[src/rtl/id_ex_stage_if.sv]
// rtl/id_ex_stage_if.sv - decode, forwarding and ALU-side signal bundle for the ID/EX register
interface id_ex_stage_if #(
  parameter int XLEN   = 32,
  parameter int FUNC_W = 5
);
  logic              flush;
  logic              dec_valid;
  logic              dec_ready;
  logic [FUNC_W-1:0] dec_alu_function;
  logic [4:0]        dec_rs1_addr;
  logic [4:0]        dec_rs2_addr;
  logic [XLEN-1:0]   dec_rs1_data;
  logic [XLEN-1:0]   dec_rs2_data;
  logic [XLEN-1:0]   dec_imm;
  logic              dec_use_imm;
  logic [XLEN-1:0]   dec_pc;
  logic              dec_use_pc;
  logic [4:0]        dec_rd_addr;
  logic              dec_rd_we;
  logic [4:0]        mem_rd_addr;
  logic              mem_rd_we;
  logic              mem_is_load;
  logic [XLEN-1:0]   mem_result;
  logic [4:0]        wb_rd_addr;
  logic              wb_rd_we;
  logic [XLEN-1:0]   wb_result;
  logic              ex_valid;
  logic              ex_ready;
  logic [FUNC_W-1:0] ex_alu_function;
  logic [XLEN-1:0]   ex_operand_a;
  logic [XLEN-1:0]   ex_operand_b;
  logic [4:0]        ex_rd_addr;
  logic              ex_rd_we;

  // Surrounding pipeline (decoder, MEM, WB, ALU) drives this side
  modport master (
    output flush, dec_valid, dec_alu_function, dec_rs1_addr, dec_rs2_addr,
           dec_rs1_data, dec_rs2_data, dec_imm, dec_use_imm, dec_pc, dec_use_pc,
           dec_rd_addr, dec_rd_we, mem_rd_addr, mem_rd_we, mem_is_load, mem_result,
           wb_rd_addr, wb_rd_we, wb_result, ex_ready,
    input  dec_ready, ex_valid, ex_alu_function, ex_operand_a, ex_operand_b,
           ex_rd_addr, ex_rd_we
  );

  // The ID/EX stage itself
  modport slave (
    input  flush, dec_valid, dec_alu_function, dec_rs1_addr, dec_rs2_addr,
           dec_rs1_data, dec_rs2_data, dec_imm, dec_use_imm, dec_pc, dec_use_pc,
           dec_rd_addr, dec_rd_we, mem_rd_addr, mem_rd_we, mem_is_load, mem_result,
           wb_rd_addr, wb_rd_we, wb_result, ex_ready,
    output dec_ready, ex_valid, ex_alu_function, ex_operand_a, ex_operand_b,
           ex_rd_addr, ex_rd_we
  );
endinterface

[src/rtl/id_ex_stage.sv]
// rtl/id_ex_stage.sv - single-entry ID/EX register with forwarding and hazard stall (option: ID_EX_FORWARD_EN)
module id_ex_stage #(
  parameter int XLEN   = 32,
  parameter int FUNC_W = 5
) (
  input logic          clk,
  input logic          rst_n,
  id_ex_stage_if.slave bus
);

  logic              w_rs1_used;
  logic              w_rs2_used;
  logic              w_mem_rs1;
  logic              w_mem_rs2;
  logic              w_wb_rs1;
  logic              w_wb_rs2;
  logic              w_hz;
  logic              w_ready;
  logic              w_capture;
  logic [XLEN-1:0]   w_fwd_rs1;
  logic [XLEN-1:0]   w_fwd_rs2;
  logic [XLEN-1:0]   w_op_a;
  logic [XLEN-1:0]   w_op_b;

  logic              r_valid;
  logic [FUNC_W-1:0] r_func;
  logic [XLEN-1:0]   r_op_a;
  logic [XLEN-1:0]   r_op_b;
  logic [4:0]        r_rd_addr;
  logic              r_rd_we;

  // A source only matters when it is a real register and not replaced by PC/immediate
  assign w_rs1_used = !bus.dec_use_pc  && (bus.dec_rs1_addr != 5'd0);
  assign w_rs2_used = !bus.dec_use_imm && (bus.dec_rs2_addr != 5'd0);

  assign w_mem_rs1 = bus.mem_rd_we && (bus.mem_rd_addr == bus.dec_rs1_addr);
  assign w_mem_rs2 = bus.mem_rd_we && (bus.mem_rd_addr == bus.dec_rs2_addr);
  assign w_wb_rs1  = bus.wb_rd_we  && (bus.wb_rd_addr  == bus.dec_rs1_addr);
  assign w_wb_rs2  = bus.wb_rd_we  && (bus.wb_rd_addr  == bus.dec_rs2_addr);

`ifdef ID_EX_FORWARD_EN
  // Only a load in MEM has no value yet; everything else can be forwarded
  assign w_hz = bus.dec_valid && bus.mem_is_load &&
                ((w_rs1_used && w_mem_rs1) || (w_rs2_used && w_mem_rs2));

  // rs1 value: x0 is zero, then MEM (non-load) over WB over register file
  always_comb begin
    w_fwd_rs1 = bus.dec_rs1_data;
    if (bus.dec_rs1_addr == 5'd0) begin
      w_fwd_rs1 = '0;
    end else if (w_mem_rs1 && !bus.mem_is_load) begin
      w_fwd_rs1 = bus.mem_result;
    end else if (w_wb_rs1) begin
      w_fwd_rs1 = bus.wb_result;
    end
  end

  // rs2 value: same priority as rs1
  always_comb begin
    w_fwd_rs2 = bus.dec_rs2_data;
    if (bus.dec_rs2_addr == 5'd0) begin
      w_fwd_rs2 = '0;
    end else if (w_mem_rs2 && !bus.mem_is_load) begin
      w_fwd_rs2 = bus.mem_result;
    end else if (w_wb_rs2) begin
      w_fwd_rs2 = bus.wb_result;
    end
  end
`else
  // Without bypass paths any in-flight writer of a used source must drain first
  assign w_hz = bus.dec_valid &&
                ((w_rs1_used && (w_mem_rs1 || w_wb_rs1)) ||
                 (w_rs2_used && (w_mem_rs2 || w_wb_rs2)));

  assign w_fwd_rs1 = (bus.dec_rs1_addr == 5'd0) ? '0 : bus.dec_rs1_data;
  assign w_fwd_rs2 = (bus.dec_rs2_addr == 5'd0) ? '0 : bus.dec_rs2_data;

  logic w_unused_fwd;
  assign w_unused_fwd = ^{bus.mem_is_load, bus.mem_result, bus.wb_result};
`endif

  assign w_op_a = bus.dec_use_pc  ? bus.dec_pc  : w_fwd_rs1;
  assign w_op_b = bus.dec_use_imm ? bus.dec_imm : w_fwd_rs2;

  // Accept when the slot is free or being consumed, no stall, no redirect, not in reset
  assign w_ready   = rst_n && (!r_valid || bus.ex_ready) && !w_hz && !bus.flush;
  assign w_capture = bus.dec_valid && w_ready;

  // Entry occupancy: flush kills, capture fills, consumption without capture empties
  always_ff @(posedge clk or negedge rst_n) begin
    if (!rst_n) begin
      r_valid <= 1'b0;
    end else if (bus.flush) begin
      r_valid <= 1'b0;
    end else if (w_capture) begin
      r_valid <= 1'b1;
    end else if (bus.ex_ready) begin
      r_valid <= 1'b0;
    end
  end

  // Payload loads only on capture; left untouched on drain/flush since r_valid qualifies it
  always_ff @(posedge clk or negedge rst_n) begin
    if (!rst_n) begin
      r_func    <= '0;
      r_op_a    <= '0;
      r_op_b    <= '0;
      r_rd_addr <= '0;
      r_rd_we   <= 1'b0;
    end else if (w_capture) begin
      r_func    <= bus.dec_alu_function;
      r_op_a    <= w_op_a;
      r_op_b    <= w_op_b;
      r_rd_addr <= bus.dec_rd_addr;
      r_rd_we   <= bus.dec_rd_we;
    end
  end

  assign bus.dec_ready       = w_ready;
  assign bus.ex_valid        = r_valid;
  assign bus.ex_alu_function = r_func;
  assign bus.ex_operand_a    = r_op_a;
  assign bus.ex_operand_b    = r_op_b;
  assign bus.ex_rd_addr      = r_rd_addr;
  assign bus.ex_rd_we        = r_rd_we;

endmodule

[src/flat_wrapper.sv]
// flat-port wrapper written by rule: the top's interface ports become plain ports
module id_ex_stage_flat 
#(
  parameter int XLEN   = 32,
  parameter int FUNC_W = 5
)
  (clk, rst_n, bus_flush, bus_dec_valid, bus_dec_alu_function, bus_dec_rs1_addr, bus_dec_rs2_addr, bus_dec_rs1_data, bus_dec_rs2_data, bus_dec_imm, bus_dec_use_imm, bus_dec_pc, bus_dec_use_pc, bus_dec_rd_addr, bus_dec_rd_we, bus_mem_rd_addr, bus_mem_rd_we, bus_mem_is_load, bus_mem_result, bus_wb_rd_addr, bus_wb_rd_we, bus_wb_result, bus_ex_ready, bus_dec_ready, bus_ex_valid, bus_ex_alu_function, bus_ex_operand_a, bus_ex_operand_b, bus_ex_rd_addr, bus_ex_rd_we);
  id_ex_stage_if #(.XLEN(XLEN), .FUNC_W(FUNC_W)) bus_i ();
  input logic clk;
  input logic rst_n;
  input wire logic [$bits(bus_i.flush)-1:0] bus_flush;
  input wire logic [$bits(bus_i.dec_valid)-1:0] bus_dec_valid;
  input wire logic [$bits(bus_i.dec_alu_function)-1:0] bus_dec_alu_function;
  input wire logic [$bits(bus_i.dec_rs1_addr)-1:0] bus_dec_rs1_addr;
  input wire logic [$bits(bus_i.dec_rs2_addr)-1:0] bus_dec_rs2_addr;
  input wire logic [$bits(bus_i.dec_rs1_data)-1:0] bus_dec_rs1_data;
  input wire logic [$bits(bus_i.dec_rs2_data)-1:0] bus_dec_rs2_data;
  input wire logic [$bits(bus_i.dec_imm)-1:0] bus_dec_imm;
  input wire logic [$bits(bus_i.dec_use_imm)-1:0] bus_dec_use_imm;
  input wire logic [$bits(bus_i.dec_pc)-1:0] bus_dec_pc;
  input wire logic [$bits(bus_i.dec_use_pc)-1:0] bus_dec_use_pc;
  input wire logic [$bits(bus_i.dec_rd_addr)-1:0] bus_dec_rd_addr;
  input wire logic [$bits(bus_i.dec_rd_we)-1:0] bus_dec_rd_we;
  input wire logic [$bits(bus_i.mem_rd_addr)-1:0] bus_mem_rd_addr;
  input wire logic [$bits(bus_i.mem_rd_we)-1:0] bus_mem_rd_we;
  input wire logic [$bits(bus_i.mem_is_load)-1:0] bus_mem_is_load;
  input wire logic [$bits(bus_i.mem_result)-1:0] bus_mem_result;
  input wire logic [$bits(bus_i.wb_rd_addr)-1:0] bus_wb_rd_addr;
  input wire logic [$bits(bus_i.wb_rd_we)-1:0] bus_wb_rd_we;
  input wire logic [$bits(bus_i.wb_result)-1:0] bus_wb_result;
  input wire logic [$bits(bus_i.ex_ready)-1:0] bus_ex_ready;
  output wire logic [$bits(bus_i.dec_ready)-1:0] bus_dec_ready;
  output wire logic [$bits(bus_i.ex_valid)-1:0] bus_ex_valid;
  output wire logic [$bits(bus_i.ex_alu_function)-1:0] bus_ex_alu_function;
  output wire logic [$bits(bus_i.ex_operand_a)-1:0] bus_ex_operand_a;
  output wire logic [$bits(bus_i.ex_operand_b)-1:0] bus_ex_operand_b;
  output wire logic [$bits(bus_i.ex_rd_addr)-1:0] bus_ex_rd_addr;
  output wire logic [$bits(bus_i.ex_rd_we)-1:0] bus_ex_rd_we;
  assign bus_i.flush = bus_flush;
  assign bus_i.dec_valid = bus_dec_valid;
  assign bus_i.dec_alu_function = bus_dec_alu_function;
  assign bus_i.dec_rs1_addr = bus_dec_rs1_addr;
  assign bus_i.dec_rs2_addr = bus_dec_rs2_addr;
  assign bus_i.dec_rs1_data = bus_dec_rs1_data;
  assign bus_i.dec_rs2_data = bus_dec_rs2_data;
  assign bus_i.dec_imm = bus_dec_imm;
  assign bus_i.dec_use_imm = bus_dec_use_imm;
  assign bus_i.dec_pc = bus_dec_pc;
  assign bus_i.dec_use_pc = bus_dec_use_pc;
  assign bus_i.dec_rd_addr = bus_dec_rd_addr;
  assign bus_i.dec_rd_we = bus_dec_rd_we;
  assign bus_i.mem_rd_addr = bus_mem_rd_addr;
  assign bus_i.mem_rd_we = bus_mem_rd_we;
  assign bus_i.mem_is_load = bus_mem_is_load;
  assign bus_i.mem_result = bus_mem_result;
  assign bus_i.wb_rd_addr = bus_wb_rd_addr;
  assign bus_i.wb_rd_we = bus_wb_rd_we;
  assign bus_i.wb_result = bus_wb_result;
  assign bus_i.ex_ready = bus_ex_ready;
  assign bus_dec_ready = bus_i.dec_ready;
  assign bus_ex_valid = bus_i.ex_valid;
  assign bus_ex_alu_function = bus_i.ex_alu_function;
  assign bus_ex_operand_a = bus_i.ex_operand_a;
  assign bus_ex_operand_b = bus_i.ex_operand_b;
  assign bus_ex_rd_addr = bus_i.ex_rd_addr;
  assign bus_ex_rd_we = bus_i.ex_rd_we;
  id_ex_stage #(.XLEN(XLEN), .FUNC_W(FUNC_W)) u_core (.clk(clk), .rst_n(rst_n), .bus(bus_i));
endmodule
[config.mk]
export PLATFORM = sky130hd
export DESIGN_NAME = id_ex_stage_flat
export DESIGN_NICKNAME = d
export VERILOG_FILES = /design/src/rtl/id_ex_stage_if.sv /design/src/rtl/id_ex_stage.sv /design/src/flat_wrapper.sv
export SDC_FILE = /design/constraint.sdc
export NUM_CORES = 1
export LEC_CHECK = 0
export CAP_MARGIN = 20
export CORE_MARGIN = 8
export CORE_UTILIZATION = 35
export DETAILED_ROUTE_END_ITERATION = 10
export PLACE_DENSITY = 0.89
export SLEW_MARGIN = 20
export SYNTH_ARGS = -nofsm -noshare
export SYNTH_HDL_FRONTEND = slang
export SYNTH_SLANG_ARGS = --single-unit
[constraint.sdc]
create_clock -name clk -period 2.5 [get_ports clk]
set_input_delay 0.25 -clock clk [delete_from_list [all_inputs] [get_ports clk]]
set_output_delay 0.25 -clock clk [all_outputs]
set_load 0.005 [all_outputs]
# After elaboration in Yosys (flattened, before gate mapping)
# Cells that the tools add are included.
# classes
n_eq_ne	4
n_mux	7
reduce_logical	27
# ops
cell	n
two-way mux 32 bit	4
equality test 5 bit	4
logical AND 1 bit	13
logical NOT 5 bit	2
nonzero test 5 bit	2
logical NOT 1 bit	5
logical OR 1 bit	4
two-way mux 1 bit	3
nonzero test 3 bit	1
# totals
ff_bits	76
in_bits	233
output_inout_bits	77

# Logic depth before layout (Yosys ltp)
# Gate-level depths: netlist of run 1.
# depth
depth_word	12
depth_mapped	7
mapped_depth_nobuf	5

# Worst setup path after synthesis of run 1
# Ideal clock, no wire load.
# synth_path
kind	register -> register
start	reg u_core.r_valid (netlist: u_core.bus.ex_valid)
end	reg u_core.r_op_b[10] (netlist: u_core.bus.ex_operand_b[10])
setup_time_ns	0.121
arrival_ns	1.457
required_time_ns	2.379
path_slack_ns	0.921
path_stages_with_launch	8
n_path_buf	2
cell_sequence	dfrtp_1 > nand2b_1 > and3b_1 > nand2_1 > buf_2 > buf_1 > a221o_1 > o22a_1
# synth_between
elab_chain_len	6
# synth_rtl
item	line_no	source
start, declared	id_ex_stage.sv:25	logic r_valid;
start signal, assigned	id_ex_stage.sv:92	r_valid <= 1'b0;
start signal, assigned	id_ex_stage.sv:94	r_valid <= 1'b0;
start signal, assigned	id_ex_stage.sv:96	r_valid <= 1'b1;
logical NOT 1 bit	id_ex_stage.sv:86	assign w_ready = rst_n && (!r_valid || bus.ex_ready) && !w_hz && !bus.flush;
logical OR 1 bit	id_ex_stage.sv:86	
logical AND 1 bit (3 in a row)	id_ex_stage.sv:86	
logical AND 1 bit	id_ex_stage.sv:87	assign w_capture = bus.dec_valid && w_ready;
end signal, assigned	id_ex_stage.sv:113	r_op_b <= w_op_b;
end, declared	id_ex_stage.sv:28	logic [XLEN-1:0] r_op_b;
# Every way passes these cells.
# A chain may end at the register's enable or synchronous reset.

# Final worst setup path of run 1
# layout_path
start	in bus_dec_rs1_addr[4]
end	out bus_dec_ready
# layout_between
elab_chain_len	9
elab_cells_between_ends	13
classes_between	eq/ne: 2; reduce/logical: 11
# layout_rtl
item	line_no	source
start, declared	flat_wrapper.sv:14	input wire logic [$bits(bus_i.dec_rs1_addr)-1:0] bus_dec_rs1_addr;
equality test 5 bit, on equally long branches	id_ex_stage.sv:36, id_ex_stage.sv:38	
logical AND 1 bit, on equally long branches	id_ex_stage.sv:36, id_ex_stage.sv:38	
logical OR 1 bit	id_ex_stage.sv:72	((w_rs1_used && (w_mem_rs1 || w_wb_rs1)) ||
logical AND 1 bit (*)	id_ex_stage.sv:72	
logical OR 1 bit (*)	id_ex_stage.sv:72	
logical AND 1 bit (*)	id_ex_stage.sv:71	assign w_hz = bus.dec_valid &&
logical NOT 1 bit (*)	id_ex_stage.sv:86	
logical AND 1 bit (*) (2 in a row)	id_ex_stage.sv:86	
end, declared	flat_wrapper.sv:32	output wire logic [$bits(bus_i.dec_ready)-1:0] bus_dec_ready;
# Every way passes the cells marked *; elsewhere a longest branch is shown, timed or not.

==> results.cfg, run 1 <==
[logic_synthesis]
synth-xor-area-share_pct = 4.689
synth_warnings = 0
yosys.area_share.simple_pct = 2.043
syn_inst = 294
synthesis.area_um2 = 3736
muxShareOfSynthArea_pct = 3.315
synth_area_per_cell_um2 = 12.71
synth_compound_area_share_pct = 33.96
synth_top_family_by_area = compound AO/OA/AOI/OAI gates
synthesis.nets = 527
ys_seq_area_share_pct = 50.90
ys_ff_latch = 76
synthAdderAreaFrac_pct = 0
synthDistinctLibCells = 21

[power_and_ir_drop]
power_frac_clock_pct = 25.6
combPwrFrac_pct = 33.8
p_leak_uw = 0.002476
power.switching_uw = 1018
p_per_area_nw_per_um2 = 611.1
intPower_uw = 2997
p_seq_share_pct = 40.5
power_uw = 4016
switching_share_pct = 25.36
peakVddDrop_v = 0.0002930

[drt]
viasPerCell = 5.641
dr.pass1.iters = 4
drc_errors = 0
vias = 3791
ant_nets = 0
wirelength_um = 14460
routedWlPerCell_um = 21.52
drt_iter0_drc = 203

[sta]
relSlewSlack_pct = 64.51
finalSetupViolCount = 0
fin_hold_ws_ps = 490.7
final_hold_viol_count = 0
finalCritPeriodShare_pct = 99.25
finalCriticalPeriod_ps = 2481
worst_pin_slew_ps = 532.3
slew_violations = 0
fin_worst_skew_ps = 8.154
setup_tns_ps = 0
timing.fmax_ghz = 0.4030

[critical_path]
setup.worst_path.start_class = input pin
critPathMaxStageDelay_ps = 540
r2r_setup_slack_ps = 720
path_class = input pin to primary output
worstPathArrival_ps = 2230
cpLargestDelayFamily = buffers and inverters
crit_fanout = 5
end_kind = primary output
crit_slowest_cell = clkdlybuf4s50_1
required_ps = 2250
cp_common_cell = clkdlybuf4s50_1
worst-path-buf-inv = 3
path_cells = clkdlybuf4s50_1 -> nor3_2 -> buf_4 -> a21oi_4 -> a22o_2 -> a21boi_0 -> clkdlybuf4s50_1

[cts]
root_buffer = clkbuf_8
clock_path_buffers = 2
clk_pin_slew_worst_paths_ps = 70
cts.sinks = 76
cts_inserted_buffers = 9
htree_levels = 3
cts_tree = yes
clock_latency_ps = 340

[status]
outcome = finished clean

[grt]
overflow = 0
grt_start_max_net_pins = 66
grt.total_usage_pct = 19.40
antenna_found_initial = 0
grt_pass1_wl_um = 22210
grt_pass1_vias = 4147

[cells_and_area]
antenna_cells = 0
final_common_cell = clkdlybuf4s50_1
area_delta_synth_final_pct = 75.89
fin_cells = 672
final_util_pct = 63.65
layout_common_cells = clkdlybuf4s50_1, dfrtp_1, a221o_1, o22a_1, xnor2_1
nets = 764
drive_gt1_share_pct = 7.276

[placed_design]
dp_hpwl_um = 11260
dpl.cell_count = 655
port_buffers = 244
gp_congestion = 0.8376

[floorplanning]
start_util_pct = 36.19
core_area_um2 = 10320
die_area_um2 = 14240
die_y_um = 119.3
pin_count = 310
die-width_um = 119.3
rows = 37

[hold_path]
hold_class = flip-flop to flip-flop

[job]
cap_violations = 0
==> what timing repair did <==
action                                 in CTS  in global routing
setup buffers                               0                  0
gates resized for setup                     0                  3
setup endpoints to repair                   0                  1
endpoints found under the hold margin      33                  0
hold buffers                                1                  0
==> cell usage after synthesis <==
| cell | number | area [um2] |
|---|---|---|
| a21boi_0 | 1 | 7.510 |
| a21oi_2 | 2 | 17.52 |
| a221o_1 | 64 | 640.6 |
| a221oi_2 | 1 | 15.01 |
| a22o_1 | 1 | 8.760 |
| and3b_1 | 1 | 8.760 |
| buf_1 | 2 | 7.510 |
| buf_2 | 8 | 40.04 |
| buf_4 | 2 | 15.01 |
| buf_6 | 5 | 56.30 |
| clkbuf_1 | 19 | 71.32 |
| dfrtp_1 | 76 | 1902 |
| mux2_1 | 11 | 123.9 |
| nand2_1 | 5 | 18.77 |
| nand2b_1 | 1 | 6.260 |
| nand4_1 | 4 | 25.02 |
| nor2_1 | 2 | 7.510 |
| nor3_1 | 2 | 10.01 |
| o22a_1 | 64 | 560.5 |
| o22ai_1 | 3 | 18.77 |
| xnor2_1 | 20 | 175.2 |
==> cells by family after synthesis <==
| kind of cell | Yosys count |
|---|---|
| compound gates | 136 |
| flops | 76 |
| mux | 11 |
| simple gates | 15 |
| xor+xnor | 20 |
| buf+inv | 36 |
==> flip-flops by register name (all words and copies together) (netlist names) <==
register                    flops
u_core.bus.ex_alu_function      5
u_core.bus.ex_rd_we             1
u_core.bus.ex_valid             1
u_core.bus.ex_rd_addr           5
u_core.bus.ex_operand_b        32
u_core.bus.ex_operand_a        32
==> layout make-up <==
| class | count | area (um2) |
|---|---|---|
| repair buffers | 262 | 2605 |
| clock inverters | 4 | 72.57 |
| fillers | 826 | 3752 |
| flip-flops and latches | 76 | 1902 |
| multi-input cells | 182 | 1677 |
| well taps | 136 | 170.2 |
| clock buffers | 12 | 145.1 |
==> power by group through the flow <==
stage | logic [uW] | registers (uW) | clock network [uW]
floorplan | 376 | 1660 | 0
global placement | 1330 | 1630 | 0
detailed placement | 1370 | 1650 | 0
CTS | 1380 | 1630 | 1060
global route | 1440 | 1660 | 1120
finish | 1360 | 1630 | 1030
==> per-layer routing <==
metal,up-vias,GRT usage [%],routed length (um)
met5,-,0,0
met3,31,6.471,1140
li1,1693,-,-
met4,0,7.806,456
met2,188,35.19,7569
met1,1879,20.21,5296
==> through the flow <==
step,setup WS (ps),instance area [um2]
floorplan,921.5,3736
global placement,86.55,6331
detailed placement,29.64,6331
CTS,40.77,6559
global route,-30.42,6571
finish,18.65,6571
==> worst paths after layout <==
check,start,endpoint,cells after the start
min reg2reg,u_core.bus.ex_rd_addr[1],u_core.bus.ex_rd_addr[1],1
min,u_core.bus.ex_rd_addr[1],u_core.bus.ex_rd_addr[1],1
max reg2reg,u_core.bus.ex_valid,u_core.bus.ex_alu_function[1],6
max,bus_dec_rs1_addr[4],bus_dec_ready,7
min in group asynchronous,rst_n,u_core.bus.ex_operand_a[9],3
max in group asynchronous,rst_n,u_core.bus.ex_alu_function[2],4
Note: power is estimated with default switching activity, not from simulation.
==> run 2: changes to the inputs <==
- SKIP_LAST_GASP: default -> 1
==> results of run 2 <==
Same layout as run 1: the final DEF is identical, and so are final timing and power.
==> run 3: changes to the inputs <==
--- a/config.mk
+++ b/config.mk
@@ -10,5 +10,5 @@
 export CORE_UTILIZATION = 35
 export DETAILED_ROUTE_END_ITERATION = 10
-export PLACE_DENSITY = 0.89
+export PLACE_DENSITY = 0.95
 export SKIP_LAST_GASP = 1
 export SLEW_MARGIN = 20
==> constraint.sdc (replaced) <==
create_clock -name clk -period 2.5 [get_ports clk]
set_input_delay 0.75 -clock clk [delete_from_list [all_inputs] [get_ports clk]]
set_output_delay 0.75 -clock clk [all_outputs]
set_load 0.005 [all_outputs]
==> results.cfg, run 3 (synthesized netlist as in run 1, its figures left out) <==
[cells_and_area]
drive_gt1_share_pct = 15.44
final_common_cell = clkdlybuf4s50_1
nets = 772
layout_common_cells = clkdlybuf4s50_1, dfrtp_1, a221o_1, o22a_1, buf_4
area_delta_synth_final_pct = 79.04
fin_cells = 680
antenna_cells = 0
n_fill_cell = 785

[sta]
finalCritPeriodShare_pct = 98.80
finalSetupViolCount = 0
setup_tns_ps = 0
fin_ws_ps = 30.10
worst_pin_slew_ps = 683.3
finalCriticalPeriod_ps = 2470
rsz0062_at_grt = yes
final_hold_viol_count = 0
relSlewSlack_pct = 54.45
slew_violations = 0
fin_worst_skew_ps = 8.681
timing.fmax_ghz = 0.4049
fin_hold_ws_ps = 428.6

[power_and_ir_drop]
p_leak_uw = 0.002608
power.switching_uw = 1061
power_frac_clock_pct = 24.3
peakVddDrop_v = 0.0003257
p_seq_share_pct = 40.9
p_per_area_nw_per_um2 = 595.3
switching_share_pct = 26.65
intPower_uw = 2921
power_uw = 3982
combPwrFrac_pct = 34.8

[floorplanning]
die_area_um2 = 14240
pin_count = 310
rows = 37
start_util_pct = 36.19
die_y_um = 119.3
core_area_um2 = 10320
die-width_um = 119.3

[hold_path]
hold_class = input pin to async pin

[cts]
root_buffer = clkbuf_8
clock_path_buffers = 2
htree_levels = 3
ctsHoldBuffers = 0
cts.sinks = 76
cts_inserted_buffers = 9
clock_latency_ps = 340
cts_tree = yes
clk_pin_slew_worst_paths_ps = 90

[placed_design]
port_buffers = 244
dp_hpwl_um = 11680
gp_congestion = 0.8291
dpl.cell_count = 661
place_ws_ps = -934.8

[critical_path]
setup.worst_path.start_class = input pin
worstPathArrival_ps = 1720
end_kind = primary output
crit_slowest_cell = a22o_2
cpLargestDelayFamily = compound AO/OA/AOI/OAI gates
required_ps = 1750
path_cells = buf_8 -> xnor2_2 -> nand4_1 -> o22ai_2 -> a22o_2 -> a21boi_2 -> buf_2
worst-path-buf-inv = 2
path_class = input pin to primary output
crit_fanout = 3
critPathMaxStageDelay_ps = 290

[grt]
grt_pass1_wl_um = 23430
overflow = 0
antenna_found_initial = 0
grt.total_usage_pct = 20.55
grt_pass1_vias = 4261
grt_start_max_net_pins = 66

[job]
cap_violations = 0

[drt]
routedWlPerCell_um = 22.34
dr.pass1.iters = 4
drt_iter0_drc = 173
wirelength_um = 15190
ant_nets = 0
viasPerCell = 5.513
drc_errors = 0
vias = 3749

[status]
outcome = finished clean
==> run 3: power by group through the flow <==
| stage | logic, uW | clock network, uW | registers, uW |
|---|---|---|---|
| after floorplan | 376 | 0 | 1660 |
| after global placement | 1340 | 0 | 1630 |
| after detailed placement | 1380 | 0 | 1650 |
| after CTS | 1380 | 996 | 1630 |
| after global routing | 1480 | 1050 | 1660 |
| final | 1390 | 968 | 1630 |
==> run 3: through the flow <==
| stage | area, um2 | utilization (%) |
|---|---|---|
| global route | 6689 | 64.79 |
| detailed placement | 6369 | 61.69 |
| finish | 6689 | 64.79 |
| global placement | 6369 | 61.69 |
| floorplan | 3736 | - |
| CTS | 6544 | 63.39 |
==> run 3: area by class of cell <==
class	count	area, um2	area share [%]
clock inverters	6	70.07	1.048
clock buffers	10	137.6	2.058
multi-input cells	182	1772	26.49
repair buffers	270	2638	39.43
flip-flops and latches	76	1902	28.43
well taps	136	170.2	2.544
==> run 3: layer usage <==
metal	vias to the layer above	routed length (um)	GRT usage, %
li1	1702	-	-
met1	1842	5758	22.30
met2	176	7876	36.99
met3	29	1134	6.566
met4	0	418	7.026
met5	-	0	0
==> run 3: final timing paths <==
| kind | cells after the start | slack (ps) | to | start |
|---|---|---|---|---|
| setup / recovery | 7 | 30 | bus_dec_ready | bus_dec_rs2_addr[4] |
| hold / removal | 2 | 430 | u_core.bus.ex_operand_b[0] | rst_n |
| setup reg to reg | 8 | 620 | u_core.bus.ex_alu_function[2] | u_core.bus.ex_valid |
| hold reg to reg | 1 | 490 | u_core.bus.ex_alu_function[1] | u_core.bus.ex_alu_function[1] |
| max in group asynchronous | 3 | 1110 | u_core.bus.ex_alu_function[0] | rst_n |
| min in group clk | 1 | 490 | u_core.bus.ex_alu_function[1] | u_core.bus.ex_alu_function[1] |
==> run 3: worst register-to-register path, stage by stage, from the launching register on <==
cell,delay [ps]
dfrtp_1,420
nand2b_4,80
and3b_1,170
buf_4,100
buf_4,90
nand2_2,80
a221oi_4,220
buf_4,260
mux2_1,350
==> run 3: timing repair <==
action                                  4_1_cts  5_1_grt
resized for setup                            99       37
endpoints found under the setup margin       77        1
pin swaps                                    20       12
cloned                                        0        0
setup buffers                                 3        0
